`config.mk`:
```
export PLATFORM = sky130hd
export DESIGN_NAME = sdr_line_fetch
export DESIGN_NICKNAME = d
export VERILOG_FILES = /design/src/rtl/sdr_line_fetch_pkg.sv /design/src/rtl/sdr_beat_packer.sv /design/src/rtl/sdr_line_fetch.sv
export SDC_FILE = /design/constraint.sdc
export NUM_CORES = 1
export LEC_CHECK = 0
export BUFFER_PORTS_ARGS = -buffer_cell sky130_fd_sc_hd__buf_2
export CORE_MARGIN = 2
export CORE_UTILIZATION = 49
export DETAILED_ROUTE_END_ITERATION = 6
export GPL_TIMING_DRIVEN = 0
export PLACE_DENSITY_LB_ADDON = 0.2
export SKIP_CTS_REPAIR_TIMING = 1
export SLEW_MARGIN = 30
export SYNTH_ARGS = -nofsm -noshare
export SYNTH_HDL_FRONTEND = slang
export SYNTH_HIERARCHICAL = 1
export SYNTH_SLANG_ARGS = --single-unit
```
`constraint.sdc`:
```
create_clock -name clk -period 4.49 [get_ports clk]
set_input_delay 0.2245 -clock clk [delete_from_list [all_inputs] [get_ports clk]]
set_output_delay 0.2245 -clock clk [all_outputs]
set_load 0.02 [all_outputs]
```
`src/rtl/sdr_line_fetch_pkg.sv`:
```
// Shared constants and fetch FSM state encoding for the SDRAM line fill engine.
package sdr_line_fetch_pkg;

  localparam int SDR_BURST_BEATS = 4;
  localparam int SDR_BEAT_W      = 16;
  // Byte-offset bits inside one cache line; the caller supplies region bits above.
  localparam int SDR_LINE_ALIGN  = 3;

  typedef enum logic [1:0] {
    S_IDLE,
    S_ISSUE,
    S_BEATS,
    S_DRAIN
  } fetch_state_e;

endpackage

```
`src/rtl/sdr_beat_packer.sv`:
```
// Writes one controller beat into its slot of the assembled cache line.
module sdr_beat_packer
  import sdr_line_fetch_pkg::*;
#(
  parameter int BEATS  = SDR_BURST_BEATS,
  parameter int DATA_W = SDR_BEAT_W
) (
  input  logic                       clk,
  input  logic                       reset,
  input  logic                       wr_en,
  input  logic [$clog2(BEATS)-1:0]   beat,
  input  logic [DATA_W-1:0]          data,
  output logic [BEATS*DATA_W-1:0]    line_data
);

  localparam int BEAT_W = $clog2(BEATS);

  always_ff @(posedge clk) begin
    if (reset) begin
      line_data <= '0;
    end else begin
      for (int i = 0; i < BEATS; i++) begin
        if (wr_en && beat == BEAT_W'(i)) begin
          line_data[i*DATA_W +: DATA_W] <= data;
        end
      end
    end
  end

endmodule

```
`src/rtl/sdr_line_fetch.sv`:
```
// SDRAM-side fill engine: one burst read per line request, beats packed into a line.
module sdr_line_fetch
  import sdr_line_fetch_pkg::*;
#(
  parameter int BEATS  = SDR_BURST_BEATS,
  parameter int ADDR_W = 25,
  parameter int DATA_W = SDR_BEAT_W
) (
  input  logic                    clk,
  input  logic                    reset,
  input  logic                    req,
  input  logic [ADDR_W-1:0]       req_addr,
  output logic [BEATS*DATA_W-1:0] line_data,
  output logic                    line_rdy,
  output logic                    busy,
  output logic [ADDR_W-1:0]       ctrl_addr,
  output logic                    ctrl_req,
  input  logic                    ctrl_ack,
  input  logic [DATA_W-1:0]       ctrl_data,
  input  logic                    ctrl_valid
);

  localparam int                BEAT_W    = $clog2(BEATS);
  localparam logic [BEAT_W-1:0] LAST_BEAT = BEAT_W'(BEATS - 1);

  fetch_state_e      state, state_d, drain_state;
  logic [BEAT_W-1:0] beat, beat_d, drain_beat;
  logic [ADDR_W-1:0] ctrl_addr_d, slot_addr, req_aligned;
  logic              slot_full, slot_load, take_slot;
  logic              line_rdy_d, wr_en, beat_active;
  logic              vld_p0;
  logic [DATA_W-1:0] data_p0;

  assign req_aligned = req_addr & ~ADDR_W'((1 << SDR_LINE_ALIGN) - 1);
  assign beat_active = (state == S_BEATS) || (state == S_DRAIN);
  assign ctrl_req    = (state == S_ISSUE);
  assign busy        = (state != S_IDLE) || slot_full;

  // Stage p0: controller beats registered; beats outside a burst never enter
  always_ff @(posedge clk) begin
    vld_p0  <= ctrl_valid && beat_active;
    data_p0 <= ctrl_data;
  end

  always_comb begin
    state_d     = state;
    beat_d      = beat;
    ctrl_addr_d = ctrl_addr;
    line_rdy_d  = 1'b0;
    take_slot   = 1'b0;
    wr_en       = 1'b0;
    slot_load   = req && !(state == S_IDLE && !slot_full);
    // Drain progression is shared with reset so an acked burst is still counted out.
    drain_state = S_DRAIN;
    drain_beat  = beat;
    if (vld_p0) begin
      drain_beat = beat + 1'b1;
      if (beat == LAST_BEAT) begin
        drain_state = S_IDLE;
        drain_beat  = '0;
      end
    end
    case (state)
      S_IDLE: begin
        if (slot_full) begin
          ctrl_addr_d = slot_addr;
          take_slot   = 1'b1;
          state_d     = S_ISSUE;
        end else if (req) begin
          ctrl_addr_d = req_aligned;
          state_d     = S_ISSUE;
        end
      end
      S_ISSUE: begin
        if (ctrl_ack) begin
          beat_d  = '0;
          state_d = S_BEATS;
        end
      end
      S_BEATS: begin
        if (vld_p0) begin
          wr_en  = 1'b1;
          beat_d = beat + 1'b1;
          if (beat == LAST_BEAT) begin
            beat_d     = '0;
            line_rdy_d = 1'b1;
            if (slot_full) begin
              ctrl_addr_d = slot_addr;
              take_slot   = 1'b1;
              state_d     = S_ISSUE;
            end else begin
              state_d = S_IDLE;
            end
          end
        end
      end
      S_DRAIN: begin
        state_d = drain_state;
        beat_d  = drain_beat;
      end
    endcase
  end

  always_ff @(posedge clk) begin
    if (reset) begin
      state     <= beat_active ? drain_state : S_IDLE;
      beat      <= beat_active ? drain_beat : '0;
      ctrl_addr <= '0;
      line_rdy  <= 1'b0;
      slot_full <= 1'b0;
    end else begin
      state     <= state_d;
      beat      <= beat_d;
      ctrl_addr <= ctrl_addr_d;
      line_rdy  <= line_rdy_d;
      if (take_slot) slot_full <= 1'b0;
      if (slot_load) slot_full <= 1'b1;
    end
  end

  always_ff @(posedge clk) begin
    if (!reset && slot_load) slot_addr <= req_aligned;
  end

  sdr_beat_packer #(
    .BEATS  (BEATS),
    .DATA_W (DATA_W)
  ) u_packer (
    .clk       (clk),
    .reset     (reset),
    .wr_en     (wr_en),
    .beat      (beat),
    .data      (data_p0),
    .line_data (line_data)
  );

endmodule

```
After elaboration in Yosys (flattened, before gate mapping)
Index checks and enable logic that the tools add are counted.
{"block": "classes", "reduce_logical": 24, "mux": 32, "n_eq_ne": 14, "bitwise": 2, "n_addsub": 1}
{"op": "25-bit 2-to-1 mux", "count": 5}
{"op": "25-bit case mux with 2 select lines", "count": 1}
{"op": "2-bit 2-to-1 mux", "count": 14}
{"op": "1-bit 2-to-1 mux", "count": 9}
{"op": "2-bit == test (second input constant)", "count": 4}
{"op": "1-bit logical AND", "count": 8}
{"op": "2-bit case mux with 4 select lines", "count": 1}
{"op": "3-bit by 2-bit inequality test with 1-bit output (second input constant)", "count": 2}
{"op": "3-bit inequality test (second input constant)", "count": 2}
{"op": "2-bit nonzero test", "count": 3}
{"op": "5-bit AND reduction", "count": 1}
{"op": "2-bit by 1-bit == test with 1-bit output (second input constant)", "count": 2}
{"op": "2-bit zero test", "count": 2}
{"op": "2-bit inequality test (second input constant)", "count": 2}
{"op": "4-bit inequality test (second input constant)", "count": 1}
{"op": "2-bit case mux with 2 select lines", "count": 1}
{"op": "4-bit AND reduction", "count": 1}
{"op": "1-bit zero test", "count": 3}
{"op": "3-bit nonzero test", "count": 1}
{"op": "3-bit OR reduction", "count": 1}
{"op": "2-bit by 1-bit adder with 2-bit output (second input constant)", "count": 1}
{"op": "1-bit logical OR", "count": 2}
{"op": "2-bit by 1-bit inequality test with 1-bit output (second input constant)", "count": 1}
{"op": "1-bit inverter", "count": 2}
{"op": "3 further kinds", "count": 3}
{"block": "totals", "input_bits": 46, "ff_bits": 134, "out_inout_bits": 92, "elab_cells": 85}

Depth between registers and ports, before layout
{"block": "logic_depth", "depth_word": 6, "depth_mapped": 7, "ltp_nobuf": 4}

Modules after synthesis
The synthesis kept the hierarchy.
{"module": "sdr_line_fetch", "area_each_um2": 2727.6, "seq_area_each_um2": 1601.5, "n_inst": 1, "cells_each": 216}
{"module": "sdr_beat_packer", "area_each_um2": 2549.9, "seq_area_each_um2": 1281.2, "n_inst": 1, "cells_each": 229}

Worst setup path before layout
No wires, ideal clock.
{"block": "synth_timing", "kind": "reg2reg", "startpoint": "register state[1]", "endpoint": "register slot_addr[10] (enable)", "setup_time_ns": 0.350, "stages_incl_launch_ff": 4, "period_less_slack_ns": 1.825, "t_arrival_ns": 1.475, "t_required_ns": 4.140, "setup_slack_ns": 2.665, "n_path_buf": 1, "path_cell_list": "edfxtp_1 -> buf_6 -> or3_1 -> and3b_1"}
{"block": "synth_via", "elab_chain_len": 5}
{"element": "start, declared", "line_no": "sdr_line_fetch.sv:26", "source": "fetch_state_e state, state_d, drain_state;"}
{"element": "start signal, assigned", "line_no": "sdr_line_fetch.sv:106", "source": "state <= beat_active ? drain_state : S_IDLE;"}
{"element": "start signal, assigned", "line_no": "sdr_line_fetch.sv:112", "source": "state <= state_d;"}
{"element": "2-bit zero test", "line_no": "sdr_line_fetch.sv:52", "source": "slot_load = req && !(state == S_IDLE && !slot_full);"}
{"element": "1-bit logical AND", "line_no": "sdr_line_fetch.sv:52"}
{"element": "1-bit zero test", "line_no": "sdr_line_fetch.sv:52"}
{"element": "1-bit logical AND", "line_no": "sdr_line_fetch.sv:52"}
{"element": "1-bit logical AND", "line_no": "sdr_line_fetch.sv:122", "source": "if (!reset && slot_load) slot_addr <= req_aligned;"}
{"element": "end signal, assigned", "line_no": "sdr_line_fetch.sv:122"}
{"element": "end, declared", "line_no": "sdr_line_fetch.sv:28", "source": "logic [ADDR_W-1:0] ctrl_addr_d, slot_addr, req_aligned;"}
No other way between the ends.
A chain may end at the register's enable or synchronous reset.

Final worst setup path
{"block": "layout_timing", "startpoint": "register state[1]", "endpoint": "register u_packer.line_data[60]"}
{"block": "layout_via", "elab_chain_len": 3}
{"element": "2-bit == test", "line_no": "sdr_line_fetch.sv:63", "source": "case (state)"}
{"element": "1-bit 2-to-1 mux", "line_no": "sdr_line_fetch.sv:63"}
{"element": "net wr_en", "line_no": "sdr_line_fetch.sv:30", "source": "logic line_rdy_d, wr_en, beat_active;"}
{"element": "1-bit logical AND", "line_no": "sdr_beat_packer.sv:23", "source": "if (wr_en && beat == BEAT_W'(i)) begin"}
{"element": "end signal, assigned by index", "line_no": "sdr_beat_packer.sv:24", "source": "line_data[i*DATA_W +: DATA_W] <= data;"}
{"element": "end, declared", "line_no": "sdr_beat_packer.sv:13", "source": "output logic [BEATS*DATA_W-1:0] line_data"}
The timed path passes the listed nets, and every way through them passes these cells.

==> flow_summary.toml <==
[outcome]
status = "complete, no violations"

[power]
power.net_switching_w = 0.00124
p_sw_frac = 0.320
comb_power_share = 0.289
irDropWorstVdd_uv = 349
p_total_w = 0.00387
p_seq_frac = 0.377
clkPwrFrac = 0.334
powerDensity_nw_per_um2 = 549
p_leak_nw = 3.23
intPower_w = 0.00263

[timing]
finClkSkew_ns = 0.00611
setup_ws_ns = 2.55
tns_ns = 0
report.final.slew_viol_count = 0
period_needed_ns = 1.94
finalHoldViolCount = 0
max_slew.worst_pin.slew_ns = 0.733
rsz0062_at_grt = "false"
setup_violations = 0
fmax_mhz = 516
finalCritPeriodShare = 0.431
holdWs_ns = 0.0103
slew_headroom = 0.511

[layout]
mostFrequentLayoutCells = "buf_2 (143), dfxtp_1 (105), nand2b_1 (80)"
fill_cells = 799
area_growth_pct = 33.7
final_common_cell = "buf_2"
diodes = 0
final_nets = 683
layout-drive-gt1-share = 0.326

[yosys]
ys_types = 36
synth_top_area_share = 0.398
yosys.area.top_type = "dfxtp_1"
synth.avg_cell_area_um2 = 11.9
ys_seq_elements = 131
synth_warnings = 6
syn_inst = 445
netlist_area_um2 = 5280
synth-seq-area-share = 0.546
synth_area_leaders = "dfxtp_1 (40%), edfxtp_1 (15%), mux2i_1 (13%), nand2b_1 (9.5%), a311oi_2 (5.7%)"

[worst_setup_path]
start_kind = "flop"
path_class = "flop to flop"
cp.required_ns = 4.88
critical_path.max_fanout = 10
cp-end-kind = "flop"
cp.arrival_ns = 2.33

[global_route]
grt_pass1_wl_mm = 19.2
grt_max_degree = 23
grt_overflow = 0
grt_usage = 0.217
antenna_found_initial = 0
grt_pass1_vias = 3894

[placed_design]
place_congestion = 0.770
hpwl_mm = 8.50
place_ws_ns = 2.54
port_buffers = 130

[route]
drtAntennaViolNets = 0
drc = 0
routedWlPerCell_um = 15.8
dr.pass1.iters = 4
wl_mm = 12.4
dr.first_iter.drc_count = 126
avgViaCountPerCell = 5.09
vias = 3993

[clock_network]
cts_sinks = 131
cts_root_buf = "clkbuf_8"
clock_path_buffers = 2
htree_levels = 4
worstSkewPairLatency_ns = 0.52
cts_buffers = 17
clk_pin_slew_ns = 0.06
cts_tree = "yes"

[floorplan]
die_h_um = 108
die-area_um2 = 11600
coreArea_um2 = 10400
dieWidth_um = 108
row_count = 37
start_util = 0.509
pin_count = 138

[run]
drv_cap = 0

[min_path]
hold_class = "input pin to flop"
==> through the flow <==
stage | area (um^2) | std cells | utilization
final | 7060 | 784 | 0.681
after global routing | 7060 | 784 | 0.681
after CTS | 6670 | 745 | 0.643
after detailed placement | 6110 | 713 | 0.589
after global placement | 6110 | 713 | 0.589
after floorplan | 5290 | 447 | -
==> synth_stat cells <==
cell and count:
nor2b_1 2, and3b_2 1, a221oi_1 1, or3_1 2, a211oi_1 22, conb_1 1, mux2i_1 66, or3b_1 1
nand2_1 2, ha_1 2, inv_1 2, nand3_1 22, dfxtp_1 105, nand2b_2 1, a311oi_2 20, and3b_1 2
or2_2 1, nor2b_4 2, nand2b_1 80, clkbuf_1 14, buf_4 5, o21bai_1 1, a21o_1 2, a21bo_4 1
nor3b_2 1, a21oi_1 2, o21ai_0 25, and2_1 2, nor3b_1 1, buf_2 13, buf_6 7, nor2_1 5
nand3b_1 2, edfxtp_1 26, nand3_2 1, a311oi_1 2
==> final cells by class <==
class | instances | area [um^2] | area share
Timing Repair Buffer | 169 | 1040 | 0.147
Clock inverter | 4 | 45.0 | 0.00638
Buffer | 39 | 234 | 0.0332
Clock buffer | 28 | 515 | 0.0730
Multi-Input combinational cell | 275 | 2160 | 0.306
Sequential cell | 131 | 2880 | 0.408
Inverter | 2 | 7.51 | 0.00106
Tap cell | 136 | 170 | 0.0241
==> final timing paths <==
check	end	cells after the start	from	slack (ns)
worst max-delay path	u_packer/line_data[60]	6	state[1]	2.55
worst min-delay path	ctrl_addr[14]	2	reset	0.01
worst max register to register	u_packer/line_data[60]	6	state[1]	2.55
worst min register to register	u_packer/line_data[7]	2	u_packer/line_data[7]	0.47
==> cell families after synthesis <==
group / after synthesis / share of synthesized area
DFF: 131 / 0.546
muxes: 66 / 0.125
and+or+nand+nor: 128 / 0.151
other: 1 / 0.000711
AOI/OAI and AO/OA: 76 / 0.126
adders and majority gates: 2 / 0.00474
buffers and inverters: 41 / 0.0458
==> power groups by stage <==
stage               sequential (W)  clock (W)  combinational (W)
detailed placement         0.00148          0            0.00109
floorplan                  0.00159          0           0.000684
finish                     0.00146    0.00129            0.00112
CTS                        0.00146    0.00131            0.00110
global placement           0.00148          0            0.00106
global route               0.00148    0.00137            0.00122
==> critical path: stages (launching register included) <==
cell and delay, ns:
edfxtp_1 0.42, buf_6 0.16, nor2b_4 0.21, and2_1 0.26, nand3_2 0.28, buf_2 0.33
mux2i_1 0.15
==> state kept, by name, summed over array words and instances (netlist names) <==
| name | count |
|---|---|
| line_rdy | 1 |
| vld_p0 | 1 |
| state | 2 |
| slot_addr | 22 |
| beat | 2 |
| u_packer/line_data | 64 |
| data_p0 | 16 |
| slot_full | 1 |
| ctrl_addr | 22 |
==> metal layers <==
layer | vias to the layer above | GRT usage | routed length [um]
li1 | 1967 | - | -
met1 | 1890 | 0.254 | 5260
met2 | 118 | 0.376 | 6300
met3 | 18 | 0.0672 | 707
met4 | 0 | 0.0733 | 162
met5 | - | 0 | 0
Power figures use the tool's default switching activity.
